$ cat config.mk
export PLATFORM = sky130hd
export DESIGN_NAME = spi_cmd_sequencer
export DESIGN_NICKNAME = d
export VERILOG_FILES = /design/src/rtl/spi_cmd_sequencer.sv
export SDC_FILE = /design/constraint.sdc
export NUM_CORES = 1
export LEC_CHECK = 0
export ABC_AREA = 0
export BUFFER_PORTS_ARGS = -buffer_cell sky130_fd_sc_hd__buf_2
export CAP_MARGIN = 20
export CORE_MARGIN = 5
export CORE_UTILIZATION = 49
export DETAILED_ROUTE_END_ITERATION = 8
export PLACE_DENSITY = 0.67
export SLEW_MARGIN = 0
export SYNTH_ARGS = -nofsm -noshare
export SYNTH_HDL_FRONTEND = slang
export SYNTH_SLANG_ARGS = --single-unit
$ cat constraint.sdc
create_clock -name clk -period 2.84 [get_ports clk]
set_clock_uncertainty 0.15 [all_clocks]
set_input_delay 0.426 -clock clk [delete_from_list [all_inputs] [get_ports clk]]
set_output_delay 0.426 -clock clk [all_outputs]
set_load 0.05 [all_outputs]
$ cat src/rtl/spi_cmd_sequencer.sv
// rtl/spi_cmd_sequencer.sv - command FIFO feeding a four-state SPI transaction sequencer
module spi_cmd_sequencer #(
  parameter int DATA_WIDTH = 8,
  parameter int DEPTH      = 8,
  parameter int TIMEOUT    = 1023,
  parameter int GAP_CYCLES = 2
) (
  input  logic                     clk,
  input  logic                     rst,
  input  logic                     cmdValid,
  input  logic                     cmdWrEn,
  input  logic [DATA_WIDTH-1:0]    cmdData,
  output logic                     cmdReady,
  output logic [DATA_WIDTH-1:0]    dataIn,
  output logic                     wrEn,
  output logic                     newTXN,
  input  logic                     txnDone,
  output logic                     busy,
  output logic [$clog2(DEPTH):0]   fifoCount,
  output logic                     timeoutErr
);

  localparam int AW = $clog2(DEPTH);
  localparam int CW = $clog2(DEPTH) + 1;
  localparam int TW = $clog2(TIMEOUT + 1);
  localparam int GW = (GAP_CYCLES > 1) ? $clog2(GAP_CYCLES) : 1;
  localparam logic [CW-1:0] FULL  = CW'(DEPTH);
  localparam logic [TW-1:0] TLAST = TW'(TIMEOUT - 1);
  localparam logic [GW-1:0] GLAST = GW'(GAP_CYCLES - 1);

  typedef enum logic [1:0] {S_IDLE, S_LAUNCH, S_WAIT, S_GAP} state_t;

  logic [DATA_WIDTH:0]   fifo_mem [DEPTH];
  logic [DATA_WIDTH:0]   head;

  state_t                state_q, state_d;
  logic [AW-1:0]         wr_ptr_q, wr_ptr_d;
  logic [AW-1:0]         rd_ptr_q, rd_ptr_d;
  logic [CW-1:0]         count_q, count_d;
  logic [TW-1:0]         tcnt_q, tcnt_d;
  logic [GW-1:0]         gcnt_q, gcnt_d;
  logic [DATA_WIDTH-1:0] data_q, data_d;
  logic                  wr_q, wr_d;
  logic                  new_txn_q, new_txn_d;
  logic                  tout_q, tout_d;
  logic                  push, pop;

  assign head      = fifo_mem[rd_ptr_q];
  assign cmdReady  = (count_q != FULL);
  assign busy      = (state_q != S_IDLE);
  assign fifoCount = count_q;
  assign dataIn    = data_q;
  assign wrEn      = wr_q;
  assign newTXN    = new_txn_q;
  assign timeoutErr = tout_q;

  // Next-state: FIFO bookkeeping plus the IDLE/LAUNCH/WAIT/GAP sequencer
  always_comb begin
    state_d   = state_q;
    wr_ptr_d  = wr_ptr_q;
    rd_ptr_d  = rd_ptr_q;
    count_d   = count_q;
    tcnt_d    = tcnt_q;
    gcnt_d    = gcnt_q;
    data_d    = data_q;
    wr_d      = wr_q;
    new_txn_d = 1'b0;
    tout_d    = 1'b0;
    push      = cmdValid && (count_q != FULL);
    pop       = 1'b0;

    case (state_q)
      S_IDLE: begin
        // Registered count only, so a push this cycle is not seen until next cycle
        if (count_q != '0) begin
          pop     = 1'b1;
          data_d  = head[DATA_WIDTH-1:0];
          wr_d    = head[DATA_WIDTH];
          state_d = S_LAUNCH;
        end
      end
      S_LAUNCH: begin
        new_txn_d = 1'b1;
        tcnt_d    = '0;
        state_d   = S_WAIT;
      end
      S_WAIT: begin
        // Completion takes priority over a timeout landing on the same edge
        if (txnDone) begin
          gcnt_d  = '0;
          state_d = S_GAP;
        end else if (tcnt_q == TLAST) begin
          tout_d  = 1'b1;
          gcnt_d  = '0;
          state_d = S_GAP;
        end else begin
          tcnt_d = tcnt_q + TW'(1);
        end
      end
      default: begin
        if (gcnt_q == GLAST) begin
          state_d = S_IDLE;
        end else begin
          gcnt_d = gcnt_q + GW'(1);
        end
      end
    endcase

    if (push) wr_ptr_d = wr_ptr_q + AW'(1);
    if (pop)  rd_ptr_d = rd_ptr_q + AW'(1);
    case ({push, pop})
      2'b10:   count_d = count_q + CW'(1);
      2'b01:   count_d = count_q - CW'(1);
      default: count_d = count_q;
    endcase
  end

  // State and registered outputs; reset drops the transaction and all queued commands
  always_ff @(posedge clk) begin
    if (rst) begin
      state_q   <= S_IDLE;
      wr_ptr_q  <= '0;
      rd_ptr_q  <= '0;
      count_q   <= '0;
      tcnt_q    <= '0;
      gcnt_q    <= '0;
      data_q    <= '0;
      wr_q      <= 1'b0;
      new_txn_q <= 1'b0;
      tout_q    <= 1'b0;
    end else begin
      state_q   <= state_d;
      wr_ptr_q  <= wr_ptr_d;
      rd_ptr_q  <= rd_ptr_d;
      count_q   <= count_d;
      tcnt_q    <= tcnt_d;
      gcnt_q    <= gcnt_d;
      data_q    <= data_d;
      wr_q      <= wr_d;
      new_txn_q <= new_txn_d;
      tout_q    <= tout_d;
    end
  end

  // FIFO storage holds {type, data}; contents need no reset since count gates reads
  always_ff @(posedge clk) begin
    if (!rst && push) begin
      fifo_mem[wr_ptr_q] <= {cmdWrEn, cmdData};
    end
  end

endmodule

==> results of run 1 <==
-- final timing paths --
kind	cells after the start	startpoint	endpoint
hold reg to reg	2	gcnt_q	gcnt_q
hold / removal	1	cmdData[0]	fifo_mem[0][0]
setup / recovery	9	fifoCount[3]	fifoCount[2]
setup reg to reg	9	fifoCount[3]	fifoCount[2]
-- synth_stat cells (2+ instances only) --
cell type,instances
a211oi_1,10
a21o_1,4
a21oi_1,11
a311oi_1,2
and2b_1,2
buf_1,2
buf_2,5
buf_4,2
buf_6,2
clkbuf_1,4
dfxtp_1,34
edfxtp_1,72
ha_1,10
inv_1,6
mux2i_1,13
mux4_2,18
nand2_1,13
nand2b_1,3
nand3_1,12
nand4_1,2
nor2_1,23
nor2b_1,3
nor3_1,7
nor4_1,2
nor4b_1,2
o21ai_0,8
or3_1,6
xor2_1,6
-- through the flow --
step	hold WS [ns]	util (%)
2_1_floorplan	0.299	-
3_3_place_gp	0.307	52.5
5_1_grt	0.156	54.8
6_report	0.166	54.8
4_1_cts	0.146	54.8
3_5_place_dp	0.323	52.5
-- what timing repair did --
| item | CTS | global route |
|---|---|---|
| resized for setup | 0 | 1 |
| endpoints found under the setup margin | 0 | 1 |
| hold endpoints to repair | 0 | 0 |
-- layer usage --
layer / track usage [%] / vias to the layer above / wire [um]
met4: 5.09 / 0 / 125
li1: - / 1257 / -
met1: 19.6 / 1293 / 3710
met2: 26.6 / 56 / 4160
met3: 4.41 / 10 / 391
met5: 0 / - / 0
-- layout by cell type (no fill, tap or decap), types with 2 or more instances in the layout --
cell type and n:
nor2_1 23, a21o_1 4, nand2_1 13, clkbuf_8 9, inv_1 6, ha_1 10
buf_2 29, nand4_1 2, buf_4 11, and2b_1 2, a21oi_1 11, nand3_1 12
nor4_2 2, clkinv_8 2, or3_1 6, mux2i_1 13, a311oi_1 2, nand2b_1 3
edfxtp_1 72, xor2_1 6, dfxtp_1 33, nor3_1 7, o21ai_0 8, a211oi_1 10
nor2b_1 3, inv_8 3, mux4_2 18
-- area by class of cell --
class,instances,area (sq um),share of cell area [%]
Inverter,6,22.5,0.451
Tap cell,111,139,2.78
Sequential cell,106,2840,56.9
Multi-Input combinational cell,180,1560,31.1
Timing Repair Buffer,40,228,4.56
Clock inverter,7,82.6,1.65
Clock buffer,9,124,2.48
-- state kept, by name (all words and copies together), names as in the netlist --
name / cells
dataIn: 8
fifoCount: 4
fifo_mem: 72
gcnt_q: 1
newTXN: 1
rd_ptr_q: 3
state_q: 2
tcnt_q: 10
timeoutErr: 1
wrEn: 1
wr_ptr_q: 3
-- logic make-up after synthesis --
kind of cell    Yosys count  synth area share [%]
fa+ha+maj                10                  2.78
compound gates           46                  7.60
mux                      31                  11.9
simple gates             86                  10.6
flops                   106                  63.3
buf+inv                  22                  2.51
xor+xnor                  7                  1.36
-- power by group through the flow --
stage                     sequential (mW)  clock, mW  combinational (mW)
after floorplan                      2.12          0               0.912
after global placement               1.90          0                1.44
after detailed placement             1.91          0                1.45
after CTS                            1.87      0.962                1.46
after global routing                 1.89       1.04                1.59
final                                1.88      0.936                1.45
-- worst max-delay path: cells and delay by family, from the launching register on --
family / cells / cell delay [ns]
compound gates: 2 / 0.19
xor+xnor: 2 / 0.31
fa+ha+maj: 2 / 0.41
flops: 1 / 0.44
simple gates: 3 / 0.99
==> reports/metrics.cfg, run 1 <==
[outcome]
status = finished, final reports clean

[cts]
cts_root_buf = clkbuf_8
clk_latency_ns = 0.37
clk_path_buf_depth = 2
cts_sinks = 106
tritoncts = yes
postCtsSetupBuffers = 0
hold_buffers = 0
cts-buffers-inserted = 9
clkSlewWorstSetupHoldPaths_ns = 0.12
htreeDepth = 3

[power]
p_leak_nw = 1.67
power_density_mw_per_mm2 = 852
p_seq_share_pct = 44.1
p_comb_share_pct = 34.0
p_total_mw = 4.26
p_sw_share_pct = 37.0
power_switching_mw = 1.57
ir_worst_vdd_mv = 0.434
pwr-share-clk_pct = 22.0
internal_power_mw = 2.68

[global_routing]
grt.total_usage_pct = 15.8
grt_overflow = 0
grt_pass1_wl_mm = 13.6
grt_max_degree = 35
grt_pass1_vias = 2658
antenna_found_initial = 0

[detailed_routing]
drt_pass1_iterations = 4
postRouteAntennaNets = 0
vias = 2616
routed_wl_mm = 8.39
wl_per_cell_um = 18.3
drt_iter0_markers = 131
via_per_inst = 5.70
drc = 0

[worst_setup_path]
crit_path_top_delay_cell = or4b_4
path_max_fanout = 8
cp.arrival_ns = 2.72
r2r_slack_ns = 0.28
crit_chain = or4b_4, nand2_8, ha_1, xor2_1, ha_1, a21oi_1, xor2_1, or3_1, a21oi_1
endpoint_kind = flip-flop
crit_type = reg -> reg
cp_data_required_time_ns = 3.00
setup.worst_path.start_class = flip-flop
slowest_delay_ns = 0.55

[die]
start_util_pct = 49.3
core_sq_mm = 0.00911
die-area_sq_mm = 0.0112
rows = 35
die_w_um = 106
die_h_um = 106
io_pins = 30

[place]
postPlaceCellArea_sq_mm = 0.00478
hpwl_mm = 5.45
dpl.cell_count = 443
pre_cts_ws_ns = 0.201
place.gp.congestion = 0.812
io_buffers = 29

[timing]
hold_viol = 0
setup_viol = 0
setup_tns_ns = 0
slew_viol_final = 0
max_freq_mhz = 390
min_period_ns = 2.56
setup_slack_ns = 0.276
relSlewSlack_pct = 35.1
rsz0062_at_grt = false
tightest_slew_ns = 0.970
finalCritPeriodShare_pct = 90.3

[run]
maxCapViolations = 0

[synthesis]
synthArstFlopShare_pct = 0
synth_top_area_share_pct = 48.1
yosysWarnings = 0
syn-mean-instance-area_sq_um = 14.6
syn-num-nets = 331
synth-main-ff-cell = edfxtp_1
ys_types = 52
syn-instance-count = 308
ys_top_cells_by_area = edfxtp_1, dfxtp_1, mux4_2, mux2i_1, ha_1
yosys.area.top_type = edfxtp_1
syn_area_sq_mm = 0.00449
ys_seq_area_share_pct = 63.3
ys_ff_latch = 106
synth_edf_count = 72

[layout]
fin_nets = 366
fill_cells = 752
layout-drive-gt1-share_pct = 25.0
area_growth_pct = 11.1
fin_area_sq_mm = 0.00499
antenna_cells = 0
finalNonFillerCells = 459

[min_path]
hold_class = in -> reg

Note: power is estimated with default switching activity, not from simulation.
==> inputs of run 2 (changes only) <==
- clock period: 2.84 -> 2.8 ns (I/O delays scaled with it)
==> run 2 against run 1 <==
Sequential power is essentially flat; utilization grew 0.29 points; clock-buffer cell count is the same.
==> reports/metrics.cfg, run 2 (synthesis gave the netlist of run 1 again) <==
[cts]
cts_sinks = 106  ; unchanged
htreeDepth = 3  ; unchanged
postCtsSetupBuffers = 0  ; unchanged
clk_latency_ns = 0.36  ; about the same
cts-buffers-inserted = 9  ; unchanged
clkSlewWorstSetupHoldPaths_ns = 0.11  ; about the same
clk_path_buf_depth = 2  ; unchanged
cts_root_buf = clkbuf_8
hold_buffers = 0  ; unchanged
tritoncts = yes
cts.repair.resized = 0  ; unchanged

[timing]
rsz0062_at_grt = false
setup_tns_ns = 0  ; unchanged
min_period_ns = 2.61  ; +0.0414 ns
setup_viol = 0  ; unchanged
hold_viol = 0  ; unchanged
timing.hold.ws_ns = 0.169  ; +0.00236 ns
relSlewSlack_pct = 31.1  ; -4.1 points
finalCritPeriodShare_pct = 93.0  ; +2.8 points
max_freq_mhz = 384  ; -1.6%
setup_slack_ns = 0.195  ; -0.0814 ns
slew_viol_final = 0  ; unchanged
tightest_slew_ns = 1.03  ; +0.0607 ns

[global_routing]
antenna_found_initial = 0  ; unchanged
grt.total_usage_pct = 15.9  ; +0.16 points
grt_pass1_wl_mm = 13.7  ; +1.0%
grt_overflow = 0  ; unchanged
grt_max_degree = 33  ; -5.7%
grt_pass1_vias = 2581  ; -2.9%

[power]
power_density_mw_per_mm2 = 875  ; +2.6%
p_leak_nw = 1.69  ; +1.0%
p_total_mw = 4.39  ; +3.2%
ir_worst_vdd_mv = 0.337  ; -22%

[worst_setup_path]
endpoint = fifoCount[2]
startpoint = state_q[0]
slowest_delay_ns = 0.36  ; -0.19 ns
r2r_slack_ns = 0.19  ; -0.08 ns
setup.worst_path.start_class = flip-flop
crit_path_top_delay_cell = o41a_1
reg2regPathDepth = 10  ; +1
endpoint_kind = flip-flop
crit_chain = inv_1, ha_1, o41a_1, ha_1, xor2_1, ha_1, a21oi_1, xor2_1, or3_1, a21oi_1
crit_top_cell = ha_1
cp.arrival_ns = 2.76  ; +0.04 ns
timing.rr.start = state_q[0]
rr_endpoint = fifoCount[2]
path_max_fanout = 7  ; -1
crit_type = reg -> reg
cp_data_required_time_ns = 2.95  ; -0.05 ns

[place]
pre_cts_ws_ns = 0.127  ; -0.0737 ns
place.gp.congestion = 0.797  ; -1.8%
io_buffers = 29  ; unchanged
hpwl_mm = 5.39  ; -1.2%

[min_path]
hold_class = in -> reg

[layout]
fin_nets = 366  ; unchanged
final_cell_mix = edfxtp_1, dfxtp_1, buf_2
antenna_cells = 0  ; unchanged
area_growth_pct = 11.7
regMostFlops = fifo_mem
layout-drive-gt1-share_pct = 25.3  ; +0.29 points
fill_cells = 747  ; -0.66%
multi_input_area_sq_mm = 0.00156  ; unchanged
seq_area_sq_mm = 0.00285  ; about the same
layout_commonest_cell = edfxtp_1
largest_reg_flops = 72  ; unchanged

[die]
die_w_um = 106  ; unchanged
die-area_sq_mm = 0.0112  ; unchanged
die_h_um = 106  ; unchanged
start_util_pct = 49.3  ; unchanged
io_pins = 30  ; unchanged
core_sq_mm = 0.00911  ; unchanged
rows = 35  ; unchanged

[run]
maxCapViolations = 0  ; unchanged

[detailed_routing]
routed_wl_mm = 8.29  ; -1.1%
wl_per_cell_um = 18.1  ; -1.1%
drt_iter0_markers = 125  ; -4.6%
via_per_inst = 5.69  ; -0.19%
drt_pass1_iterations = 4  ; unchanged
vias = 2611  ; -0.19%
postRouteAntennaNets = 0  ; unchanged
drc = 0  ; unchanged

[outcome]
status = finished, final reports clean

==> run 2: cell type report <==
type	instances	area share (%)
inverter	6	0.449
timing repair buffer	40	4.54
clock buffer	9	2.47
multi-input combinational	180	31.0
tap	111	2.77
sequential	106	56.7
clock inverter	7	2.14
==> run 2: worst max-delay path, delay by kind of cell, from the launching register on <==
family	cells	cell delay [ns]
and+or+nand+nor	1	0.31
DFF	1	0.33
buffers and inverters	1	0.10
AOI/OAI and AO/OA	3	0.55
adders and majority gates	3	0.77
xor gates and xnor gates	2	0.34
==> run 2: worst min-delay path by stage <==
stage                     startpoint              to  slack (ns)  cells past startpoint
after floorplan               gcnt_q          gcnt_q        0.30                      2
after global placement        gcnt_q          gcnt_q        0.31                      2
after detailed placement      gcnt_q          gcnt_q        0.32                      2
after CTS                 cmdData[0]  fifo_mem[4][0]        0.15                      1
after global routing      cmdData[1]  fifo_mem[7][1]        0.16                      1
final                     cmdData[0]  fifo_mem[4][0]        0.17                      1
==> run 2: through the flow <==
| step | std cells | cell area, sq um | utilization (%) |
|---|---|---|---|
| finish | 459 | 5020 | 55.1 |
| floorplan | 308 | 4510 | - |
| CTS | 459 | 5020 | 55.1 |
| detailed placement | 443 | 4790 | 52.5 |
| global placement | 443 | 4790 | 52.5 |
| global route | 459 | 5020 | 55.1 |
==> run 2: power by group <==
part / leakage, nW / internal (mW) / switching, mW
combinational: 0.642 / 0.544 / 0.900
sequential: 0.929 / 1.81 / 0.0846
clock: 0.117 / 0.520 / 0.533
total: 1.69 / 2.87 / 1.52
==> run 2: per-layer routing <==
| layer | wire length [um] | part of all wire [%] | track usage, % |
|---|---|---|---|
| met1 | 3660 | 44 | 21.1 |
| met2 | 4210 | 51 | 26.4 |
| met3 | 303 | 3.7 | 2.51 |
| met4 | 123 | 1.5 | 6.20 |
| met5 | 0 | 0 | 0 |
==> inputs of run 3 (changes only) <==
- CELL_PAD_IN_SITES_DETAIL_PLACEMENT: not set -> 1
- CELL_PAD_IN_SITES_GLOBAL_PLACEMENT: not set -> 2
- CORE_UTILIZATION: 49 -> 43
- PLACE_DENSITY: 0.67 -> not set
- PLACE_DENSITY_LB_ADDON: not set -> 0.1
==> run 3 against run 2 <==
Design area grew 0.85%; critical path depth shrank 1; total power shrank 0.84%; hold slack lost 0.0075 ns; combinational power grew 4%; global-route usage shrank 0.23 points; wire length grew 12%; register-to-register slack gained 0.02 ns; critical endpoint unchanged; largest power group unchanged.
==> reports/metrics.cfg, run 3 (synthesis gave the netlist of run 1 again) <==
[worst_setup_path]
rr_endpoint = fifoCount[2]
r2r_slack_ns = 0.22  ; +0.02 ns
timing.rr.start = fifoCount[1]
endpoint_kind = flip-flop
reg2regPathDepth = 9  ; -1
cp.arrival_ns = 2.74  ; -0.02 ns
setup.worst_path.start_class = flip-flop
path_max_fanout = 10  ; +3
crit_type = reg -> reg
cp_data_required_time_ns = 2.96  ; about the same

[detailed_routing]
vias = 2634  ; +0.88%
postRouteAntennaNets = 0  ; unchanged
wl_per_cell_um = 19.0  ; +4.9%
drc = 0  ; unchanged
drt_iter0_markers = 162  ; +30%
drt_pass1_iterations = 4  ; unchanged
via_per_inst = 5.40  ; -5.1%
routed_wl_mm = 9.25  ; +12%

[cts]
tritoncts = yes
hold_buffers = 0  ; unchanged
cts_sinks = 106  ; unchanged
htreeDepth = 3  ; unchanged
cts-buffers-inserted = 9  ; unchanged
cts_root_buf = clkbuf_8
clk_latency_ns = 0.37  ; about the same
clk_path_buf_depth = 2  ; unchanged
cts.repair.resized = 0  ; unchanged
clkSlewWorstSetupHoldPaths_ns = 0.10  ; about the same
postCtsSetupBuffers = 0  ; unchanged

[die]
io_pins = 30  ; unchanged
rows = 37  ; +5.7%
start_util_pct = 43.7  ; -5.6 points
die_h_um = 112  ; +6.1%
core_sq_mm = 0.0103  ; +13%
die-area_sq_mm = 0.0126  ; +13%
die_w_um = 112  ; +6.1%

[power]
p_leak_nw = 1.70  ; +0.41%
p_total_mw = 4.35  ; -0.84%
ir_worst_vdd_mv = 0.527  ; +56%
power_density_mw_per_mm2 = 860  ; -1.7%

[place]
place.gp.congestion = 0.713  ; -11%
io_buffers = 29  ; unchanged
hpwl_mm = 6.19  ; +15%

[min_path]
hold_class = in -> reg
holdPathEnd = fifo_mem[7][0]
holdPathStages = 1  ; unchanged
min_from = cmdData[0]

[layout]
regMostFlops = fifo_mem
fin_nets = 370  ; +1.1%
antenna_cells = 0  ; unchanged
area_growth_pct = 12.7
final_cell_mix = edfxtp_1, dfxtp_1, buf_2
largest_reg_flops = 72  ; unchanged
layout-drive-gt1-share_pct = 25.9  ; +0.56 points
layout_commonest_cell = edfxtp_1

[timing]
slew_viol_final = 0  ; unchanged
hold_viol = 0  ; unchanged
setup_viol = 0  ; unchanged
min_period_ns = 2.58  ; -0.0215 ns
relSlewSlack_pct = 50.4  ; +19 points
tightest_slew_ns = 0.743  ; -0.287 ns
rsz0062_at_grt = false
finalCritPeriodShare_pct = 92.3  ; -0.77 points
setup_tns_ns = 0  ; unchanged
max_freq_mhz = 387  ; +0.83%

[outcome]
status = finished, final reports clean

[global_routing]
grt_pass1_vias = 2742  ; +6.2%
antenna_found_initial = 0  ; unchanged
grt_pass1_wl_mm = 15.2  ; +11%
grt.total_usage_pct = 15.7  ; -0.23 points
grt_max_degree = 32  ; -3.0%
grt_overflow = 0  ; unchanged

[run]
maxCapViolations = 0  ; unchanged

## run 3: worst max-delay path by stage
stage | startpoint | end | slack (ns) | depth (start not counted)
finish | fifoCount[1] | fifoCount[2] | 0.22 | 9
global route | fifoCount[1] | fifoCount[2] | 0.14 | 9
CTS | fifoCount[1] | fifoCount[2] | 0.06 | 9
detailed placement | fifoCount[1] | fifoCount[2] | 0.08 | 9
global placement | fifoCount[1] | fifoCount[2] | 0.18 | 9
floorplan | fifoCount[0] | fifoCount[2] | 0.03 | 10
## run 3: metal layers
layer / global-route usage [%] / up-vias / part of all wire [%]
li1: - / 1268 / -
met1: 19.5 / 1330 / 44
met2: 27.3 / 28 / 52
met3: 4.31 / 8 / 2.7
met4: 3.61 / 0 / 1.2
met5: 0 / - / 0
## run 3: stage by stage
| stage | cells | hold slack, ns | utilization (%) | worst slack (ns) | cell area (sq um) |
|---|---|---|---|---|---|
| final | 488 | 0.161 | 49.3 | 0.216 | 5060 |
| after global routing | 488 | 0.148 | 49.3 | 0.137 | 5060 |
| after CTS | 485 | 0.137 | 48.9 | 0.0613 | 5030 |
| after detailed placement | 469 | 0.318 | 46.9 | 0.0812 | 4820 |
| after global placement | 469 | 0.309 | 46.9 | 0.182 | 4820 |
| after floorplan | 308 | 0.299 | - | 0.0304 | 4510 |
## run 3: critical path, cell delays in order, from the launching register on
cell	delay (ns)
dfxtp_2	0.39
or4b_4	0.60
nand2_8	0.13
ha_1	0.27
xor2_1	0.19
ha_1	0.16
a21oi_1	0.04
xor2_1	0.15
or3_1	0.31
a21oi_1	0.13
## run 3: cell type report
cell class / count / area (sq um)
Tap cell: 136 / 170
Multi-Input combinational cell: 180 / 1560
Clock inverter: 6 / 73.8
Timing Repair Buffer: 44 / 269
Sequential cell: 106 / 2850
Fill cell: 1052 / 5210
Inverter: 6 / 22.5
Clock buffer: 10 / 128
## run 3: power by group
part	leakage (nW)	switching [mW]	internal, mW
combinational	0.666	0.940	0.561
clock	0.101	0.527	0.428
sequential	0.929	0.0870	1.81
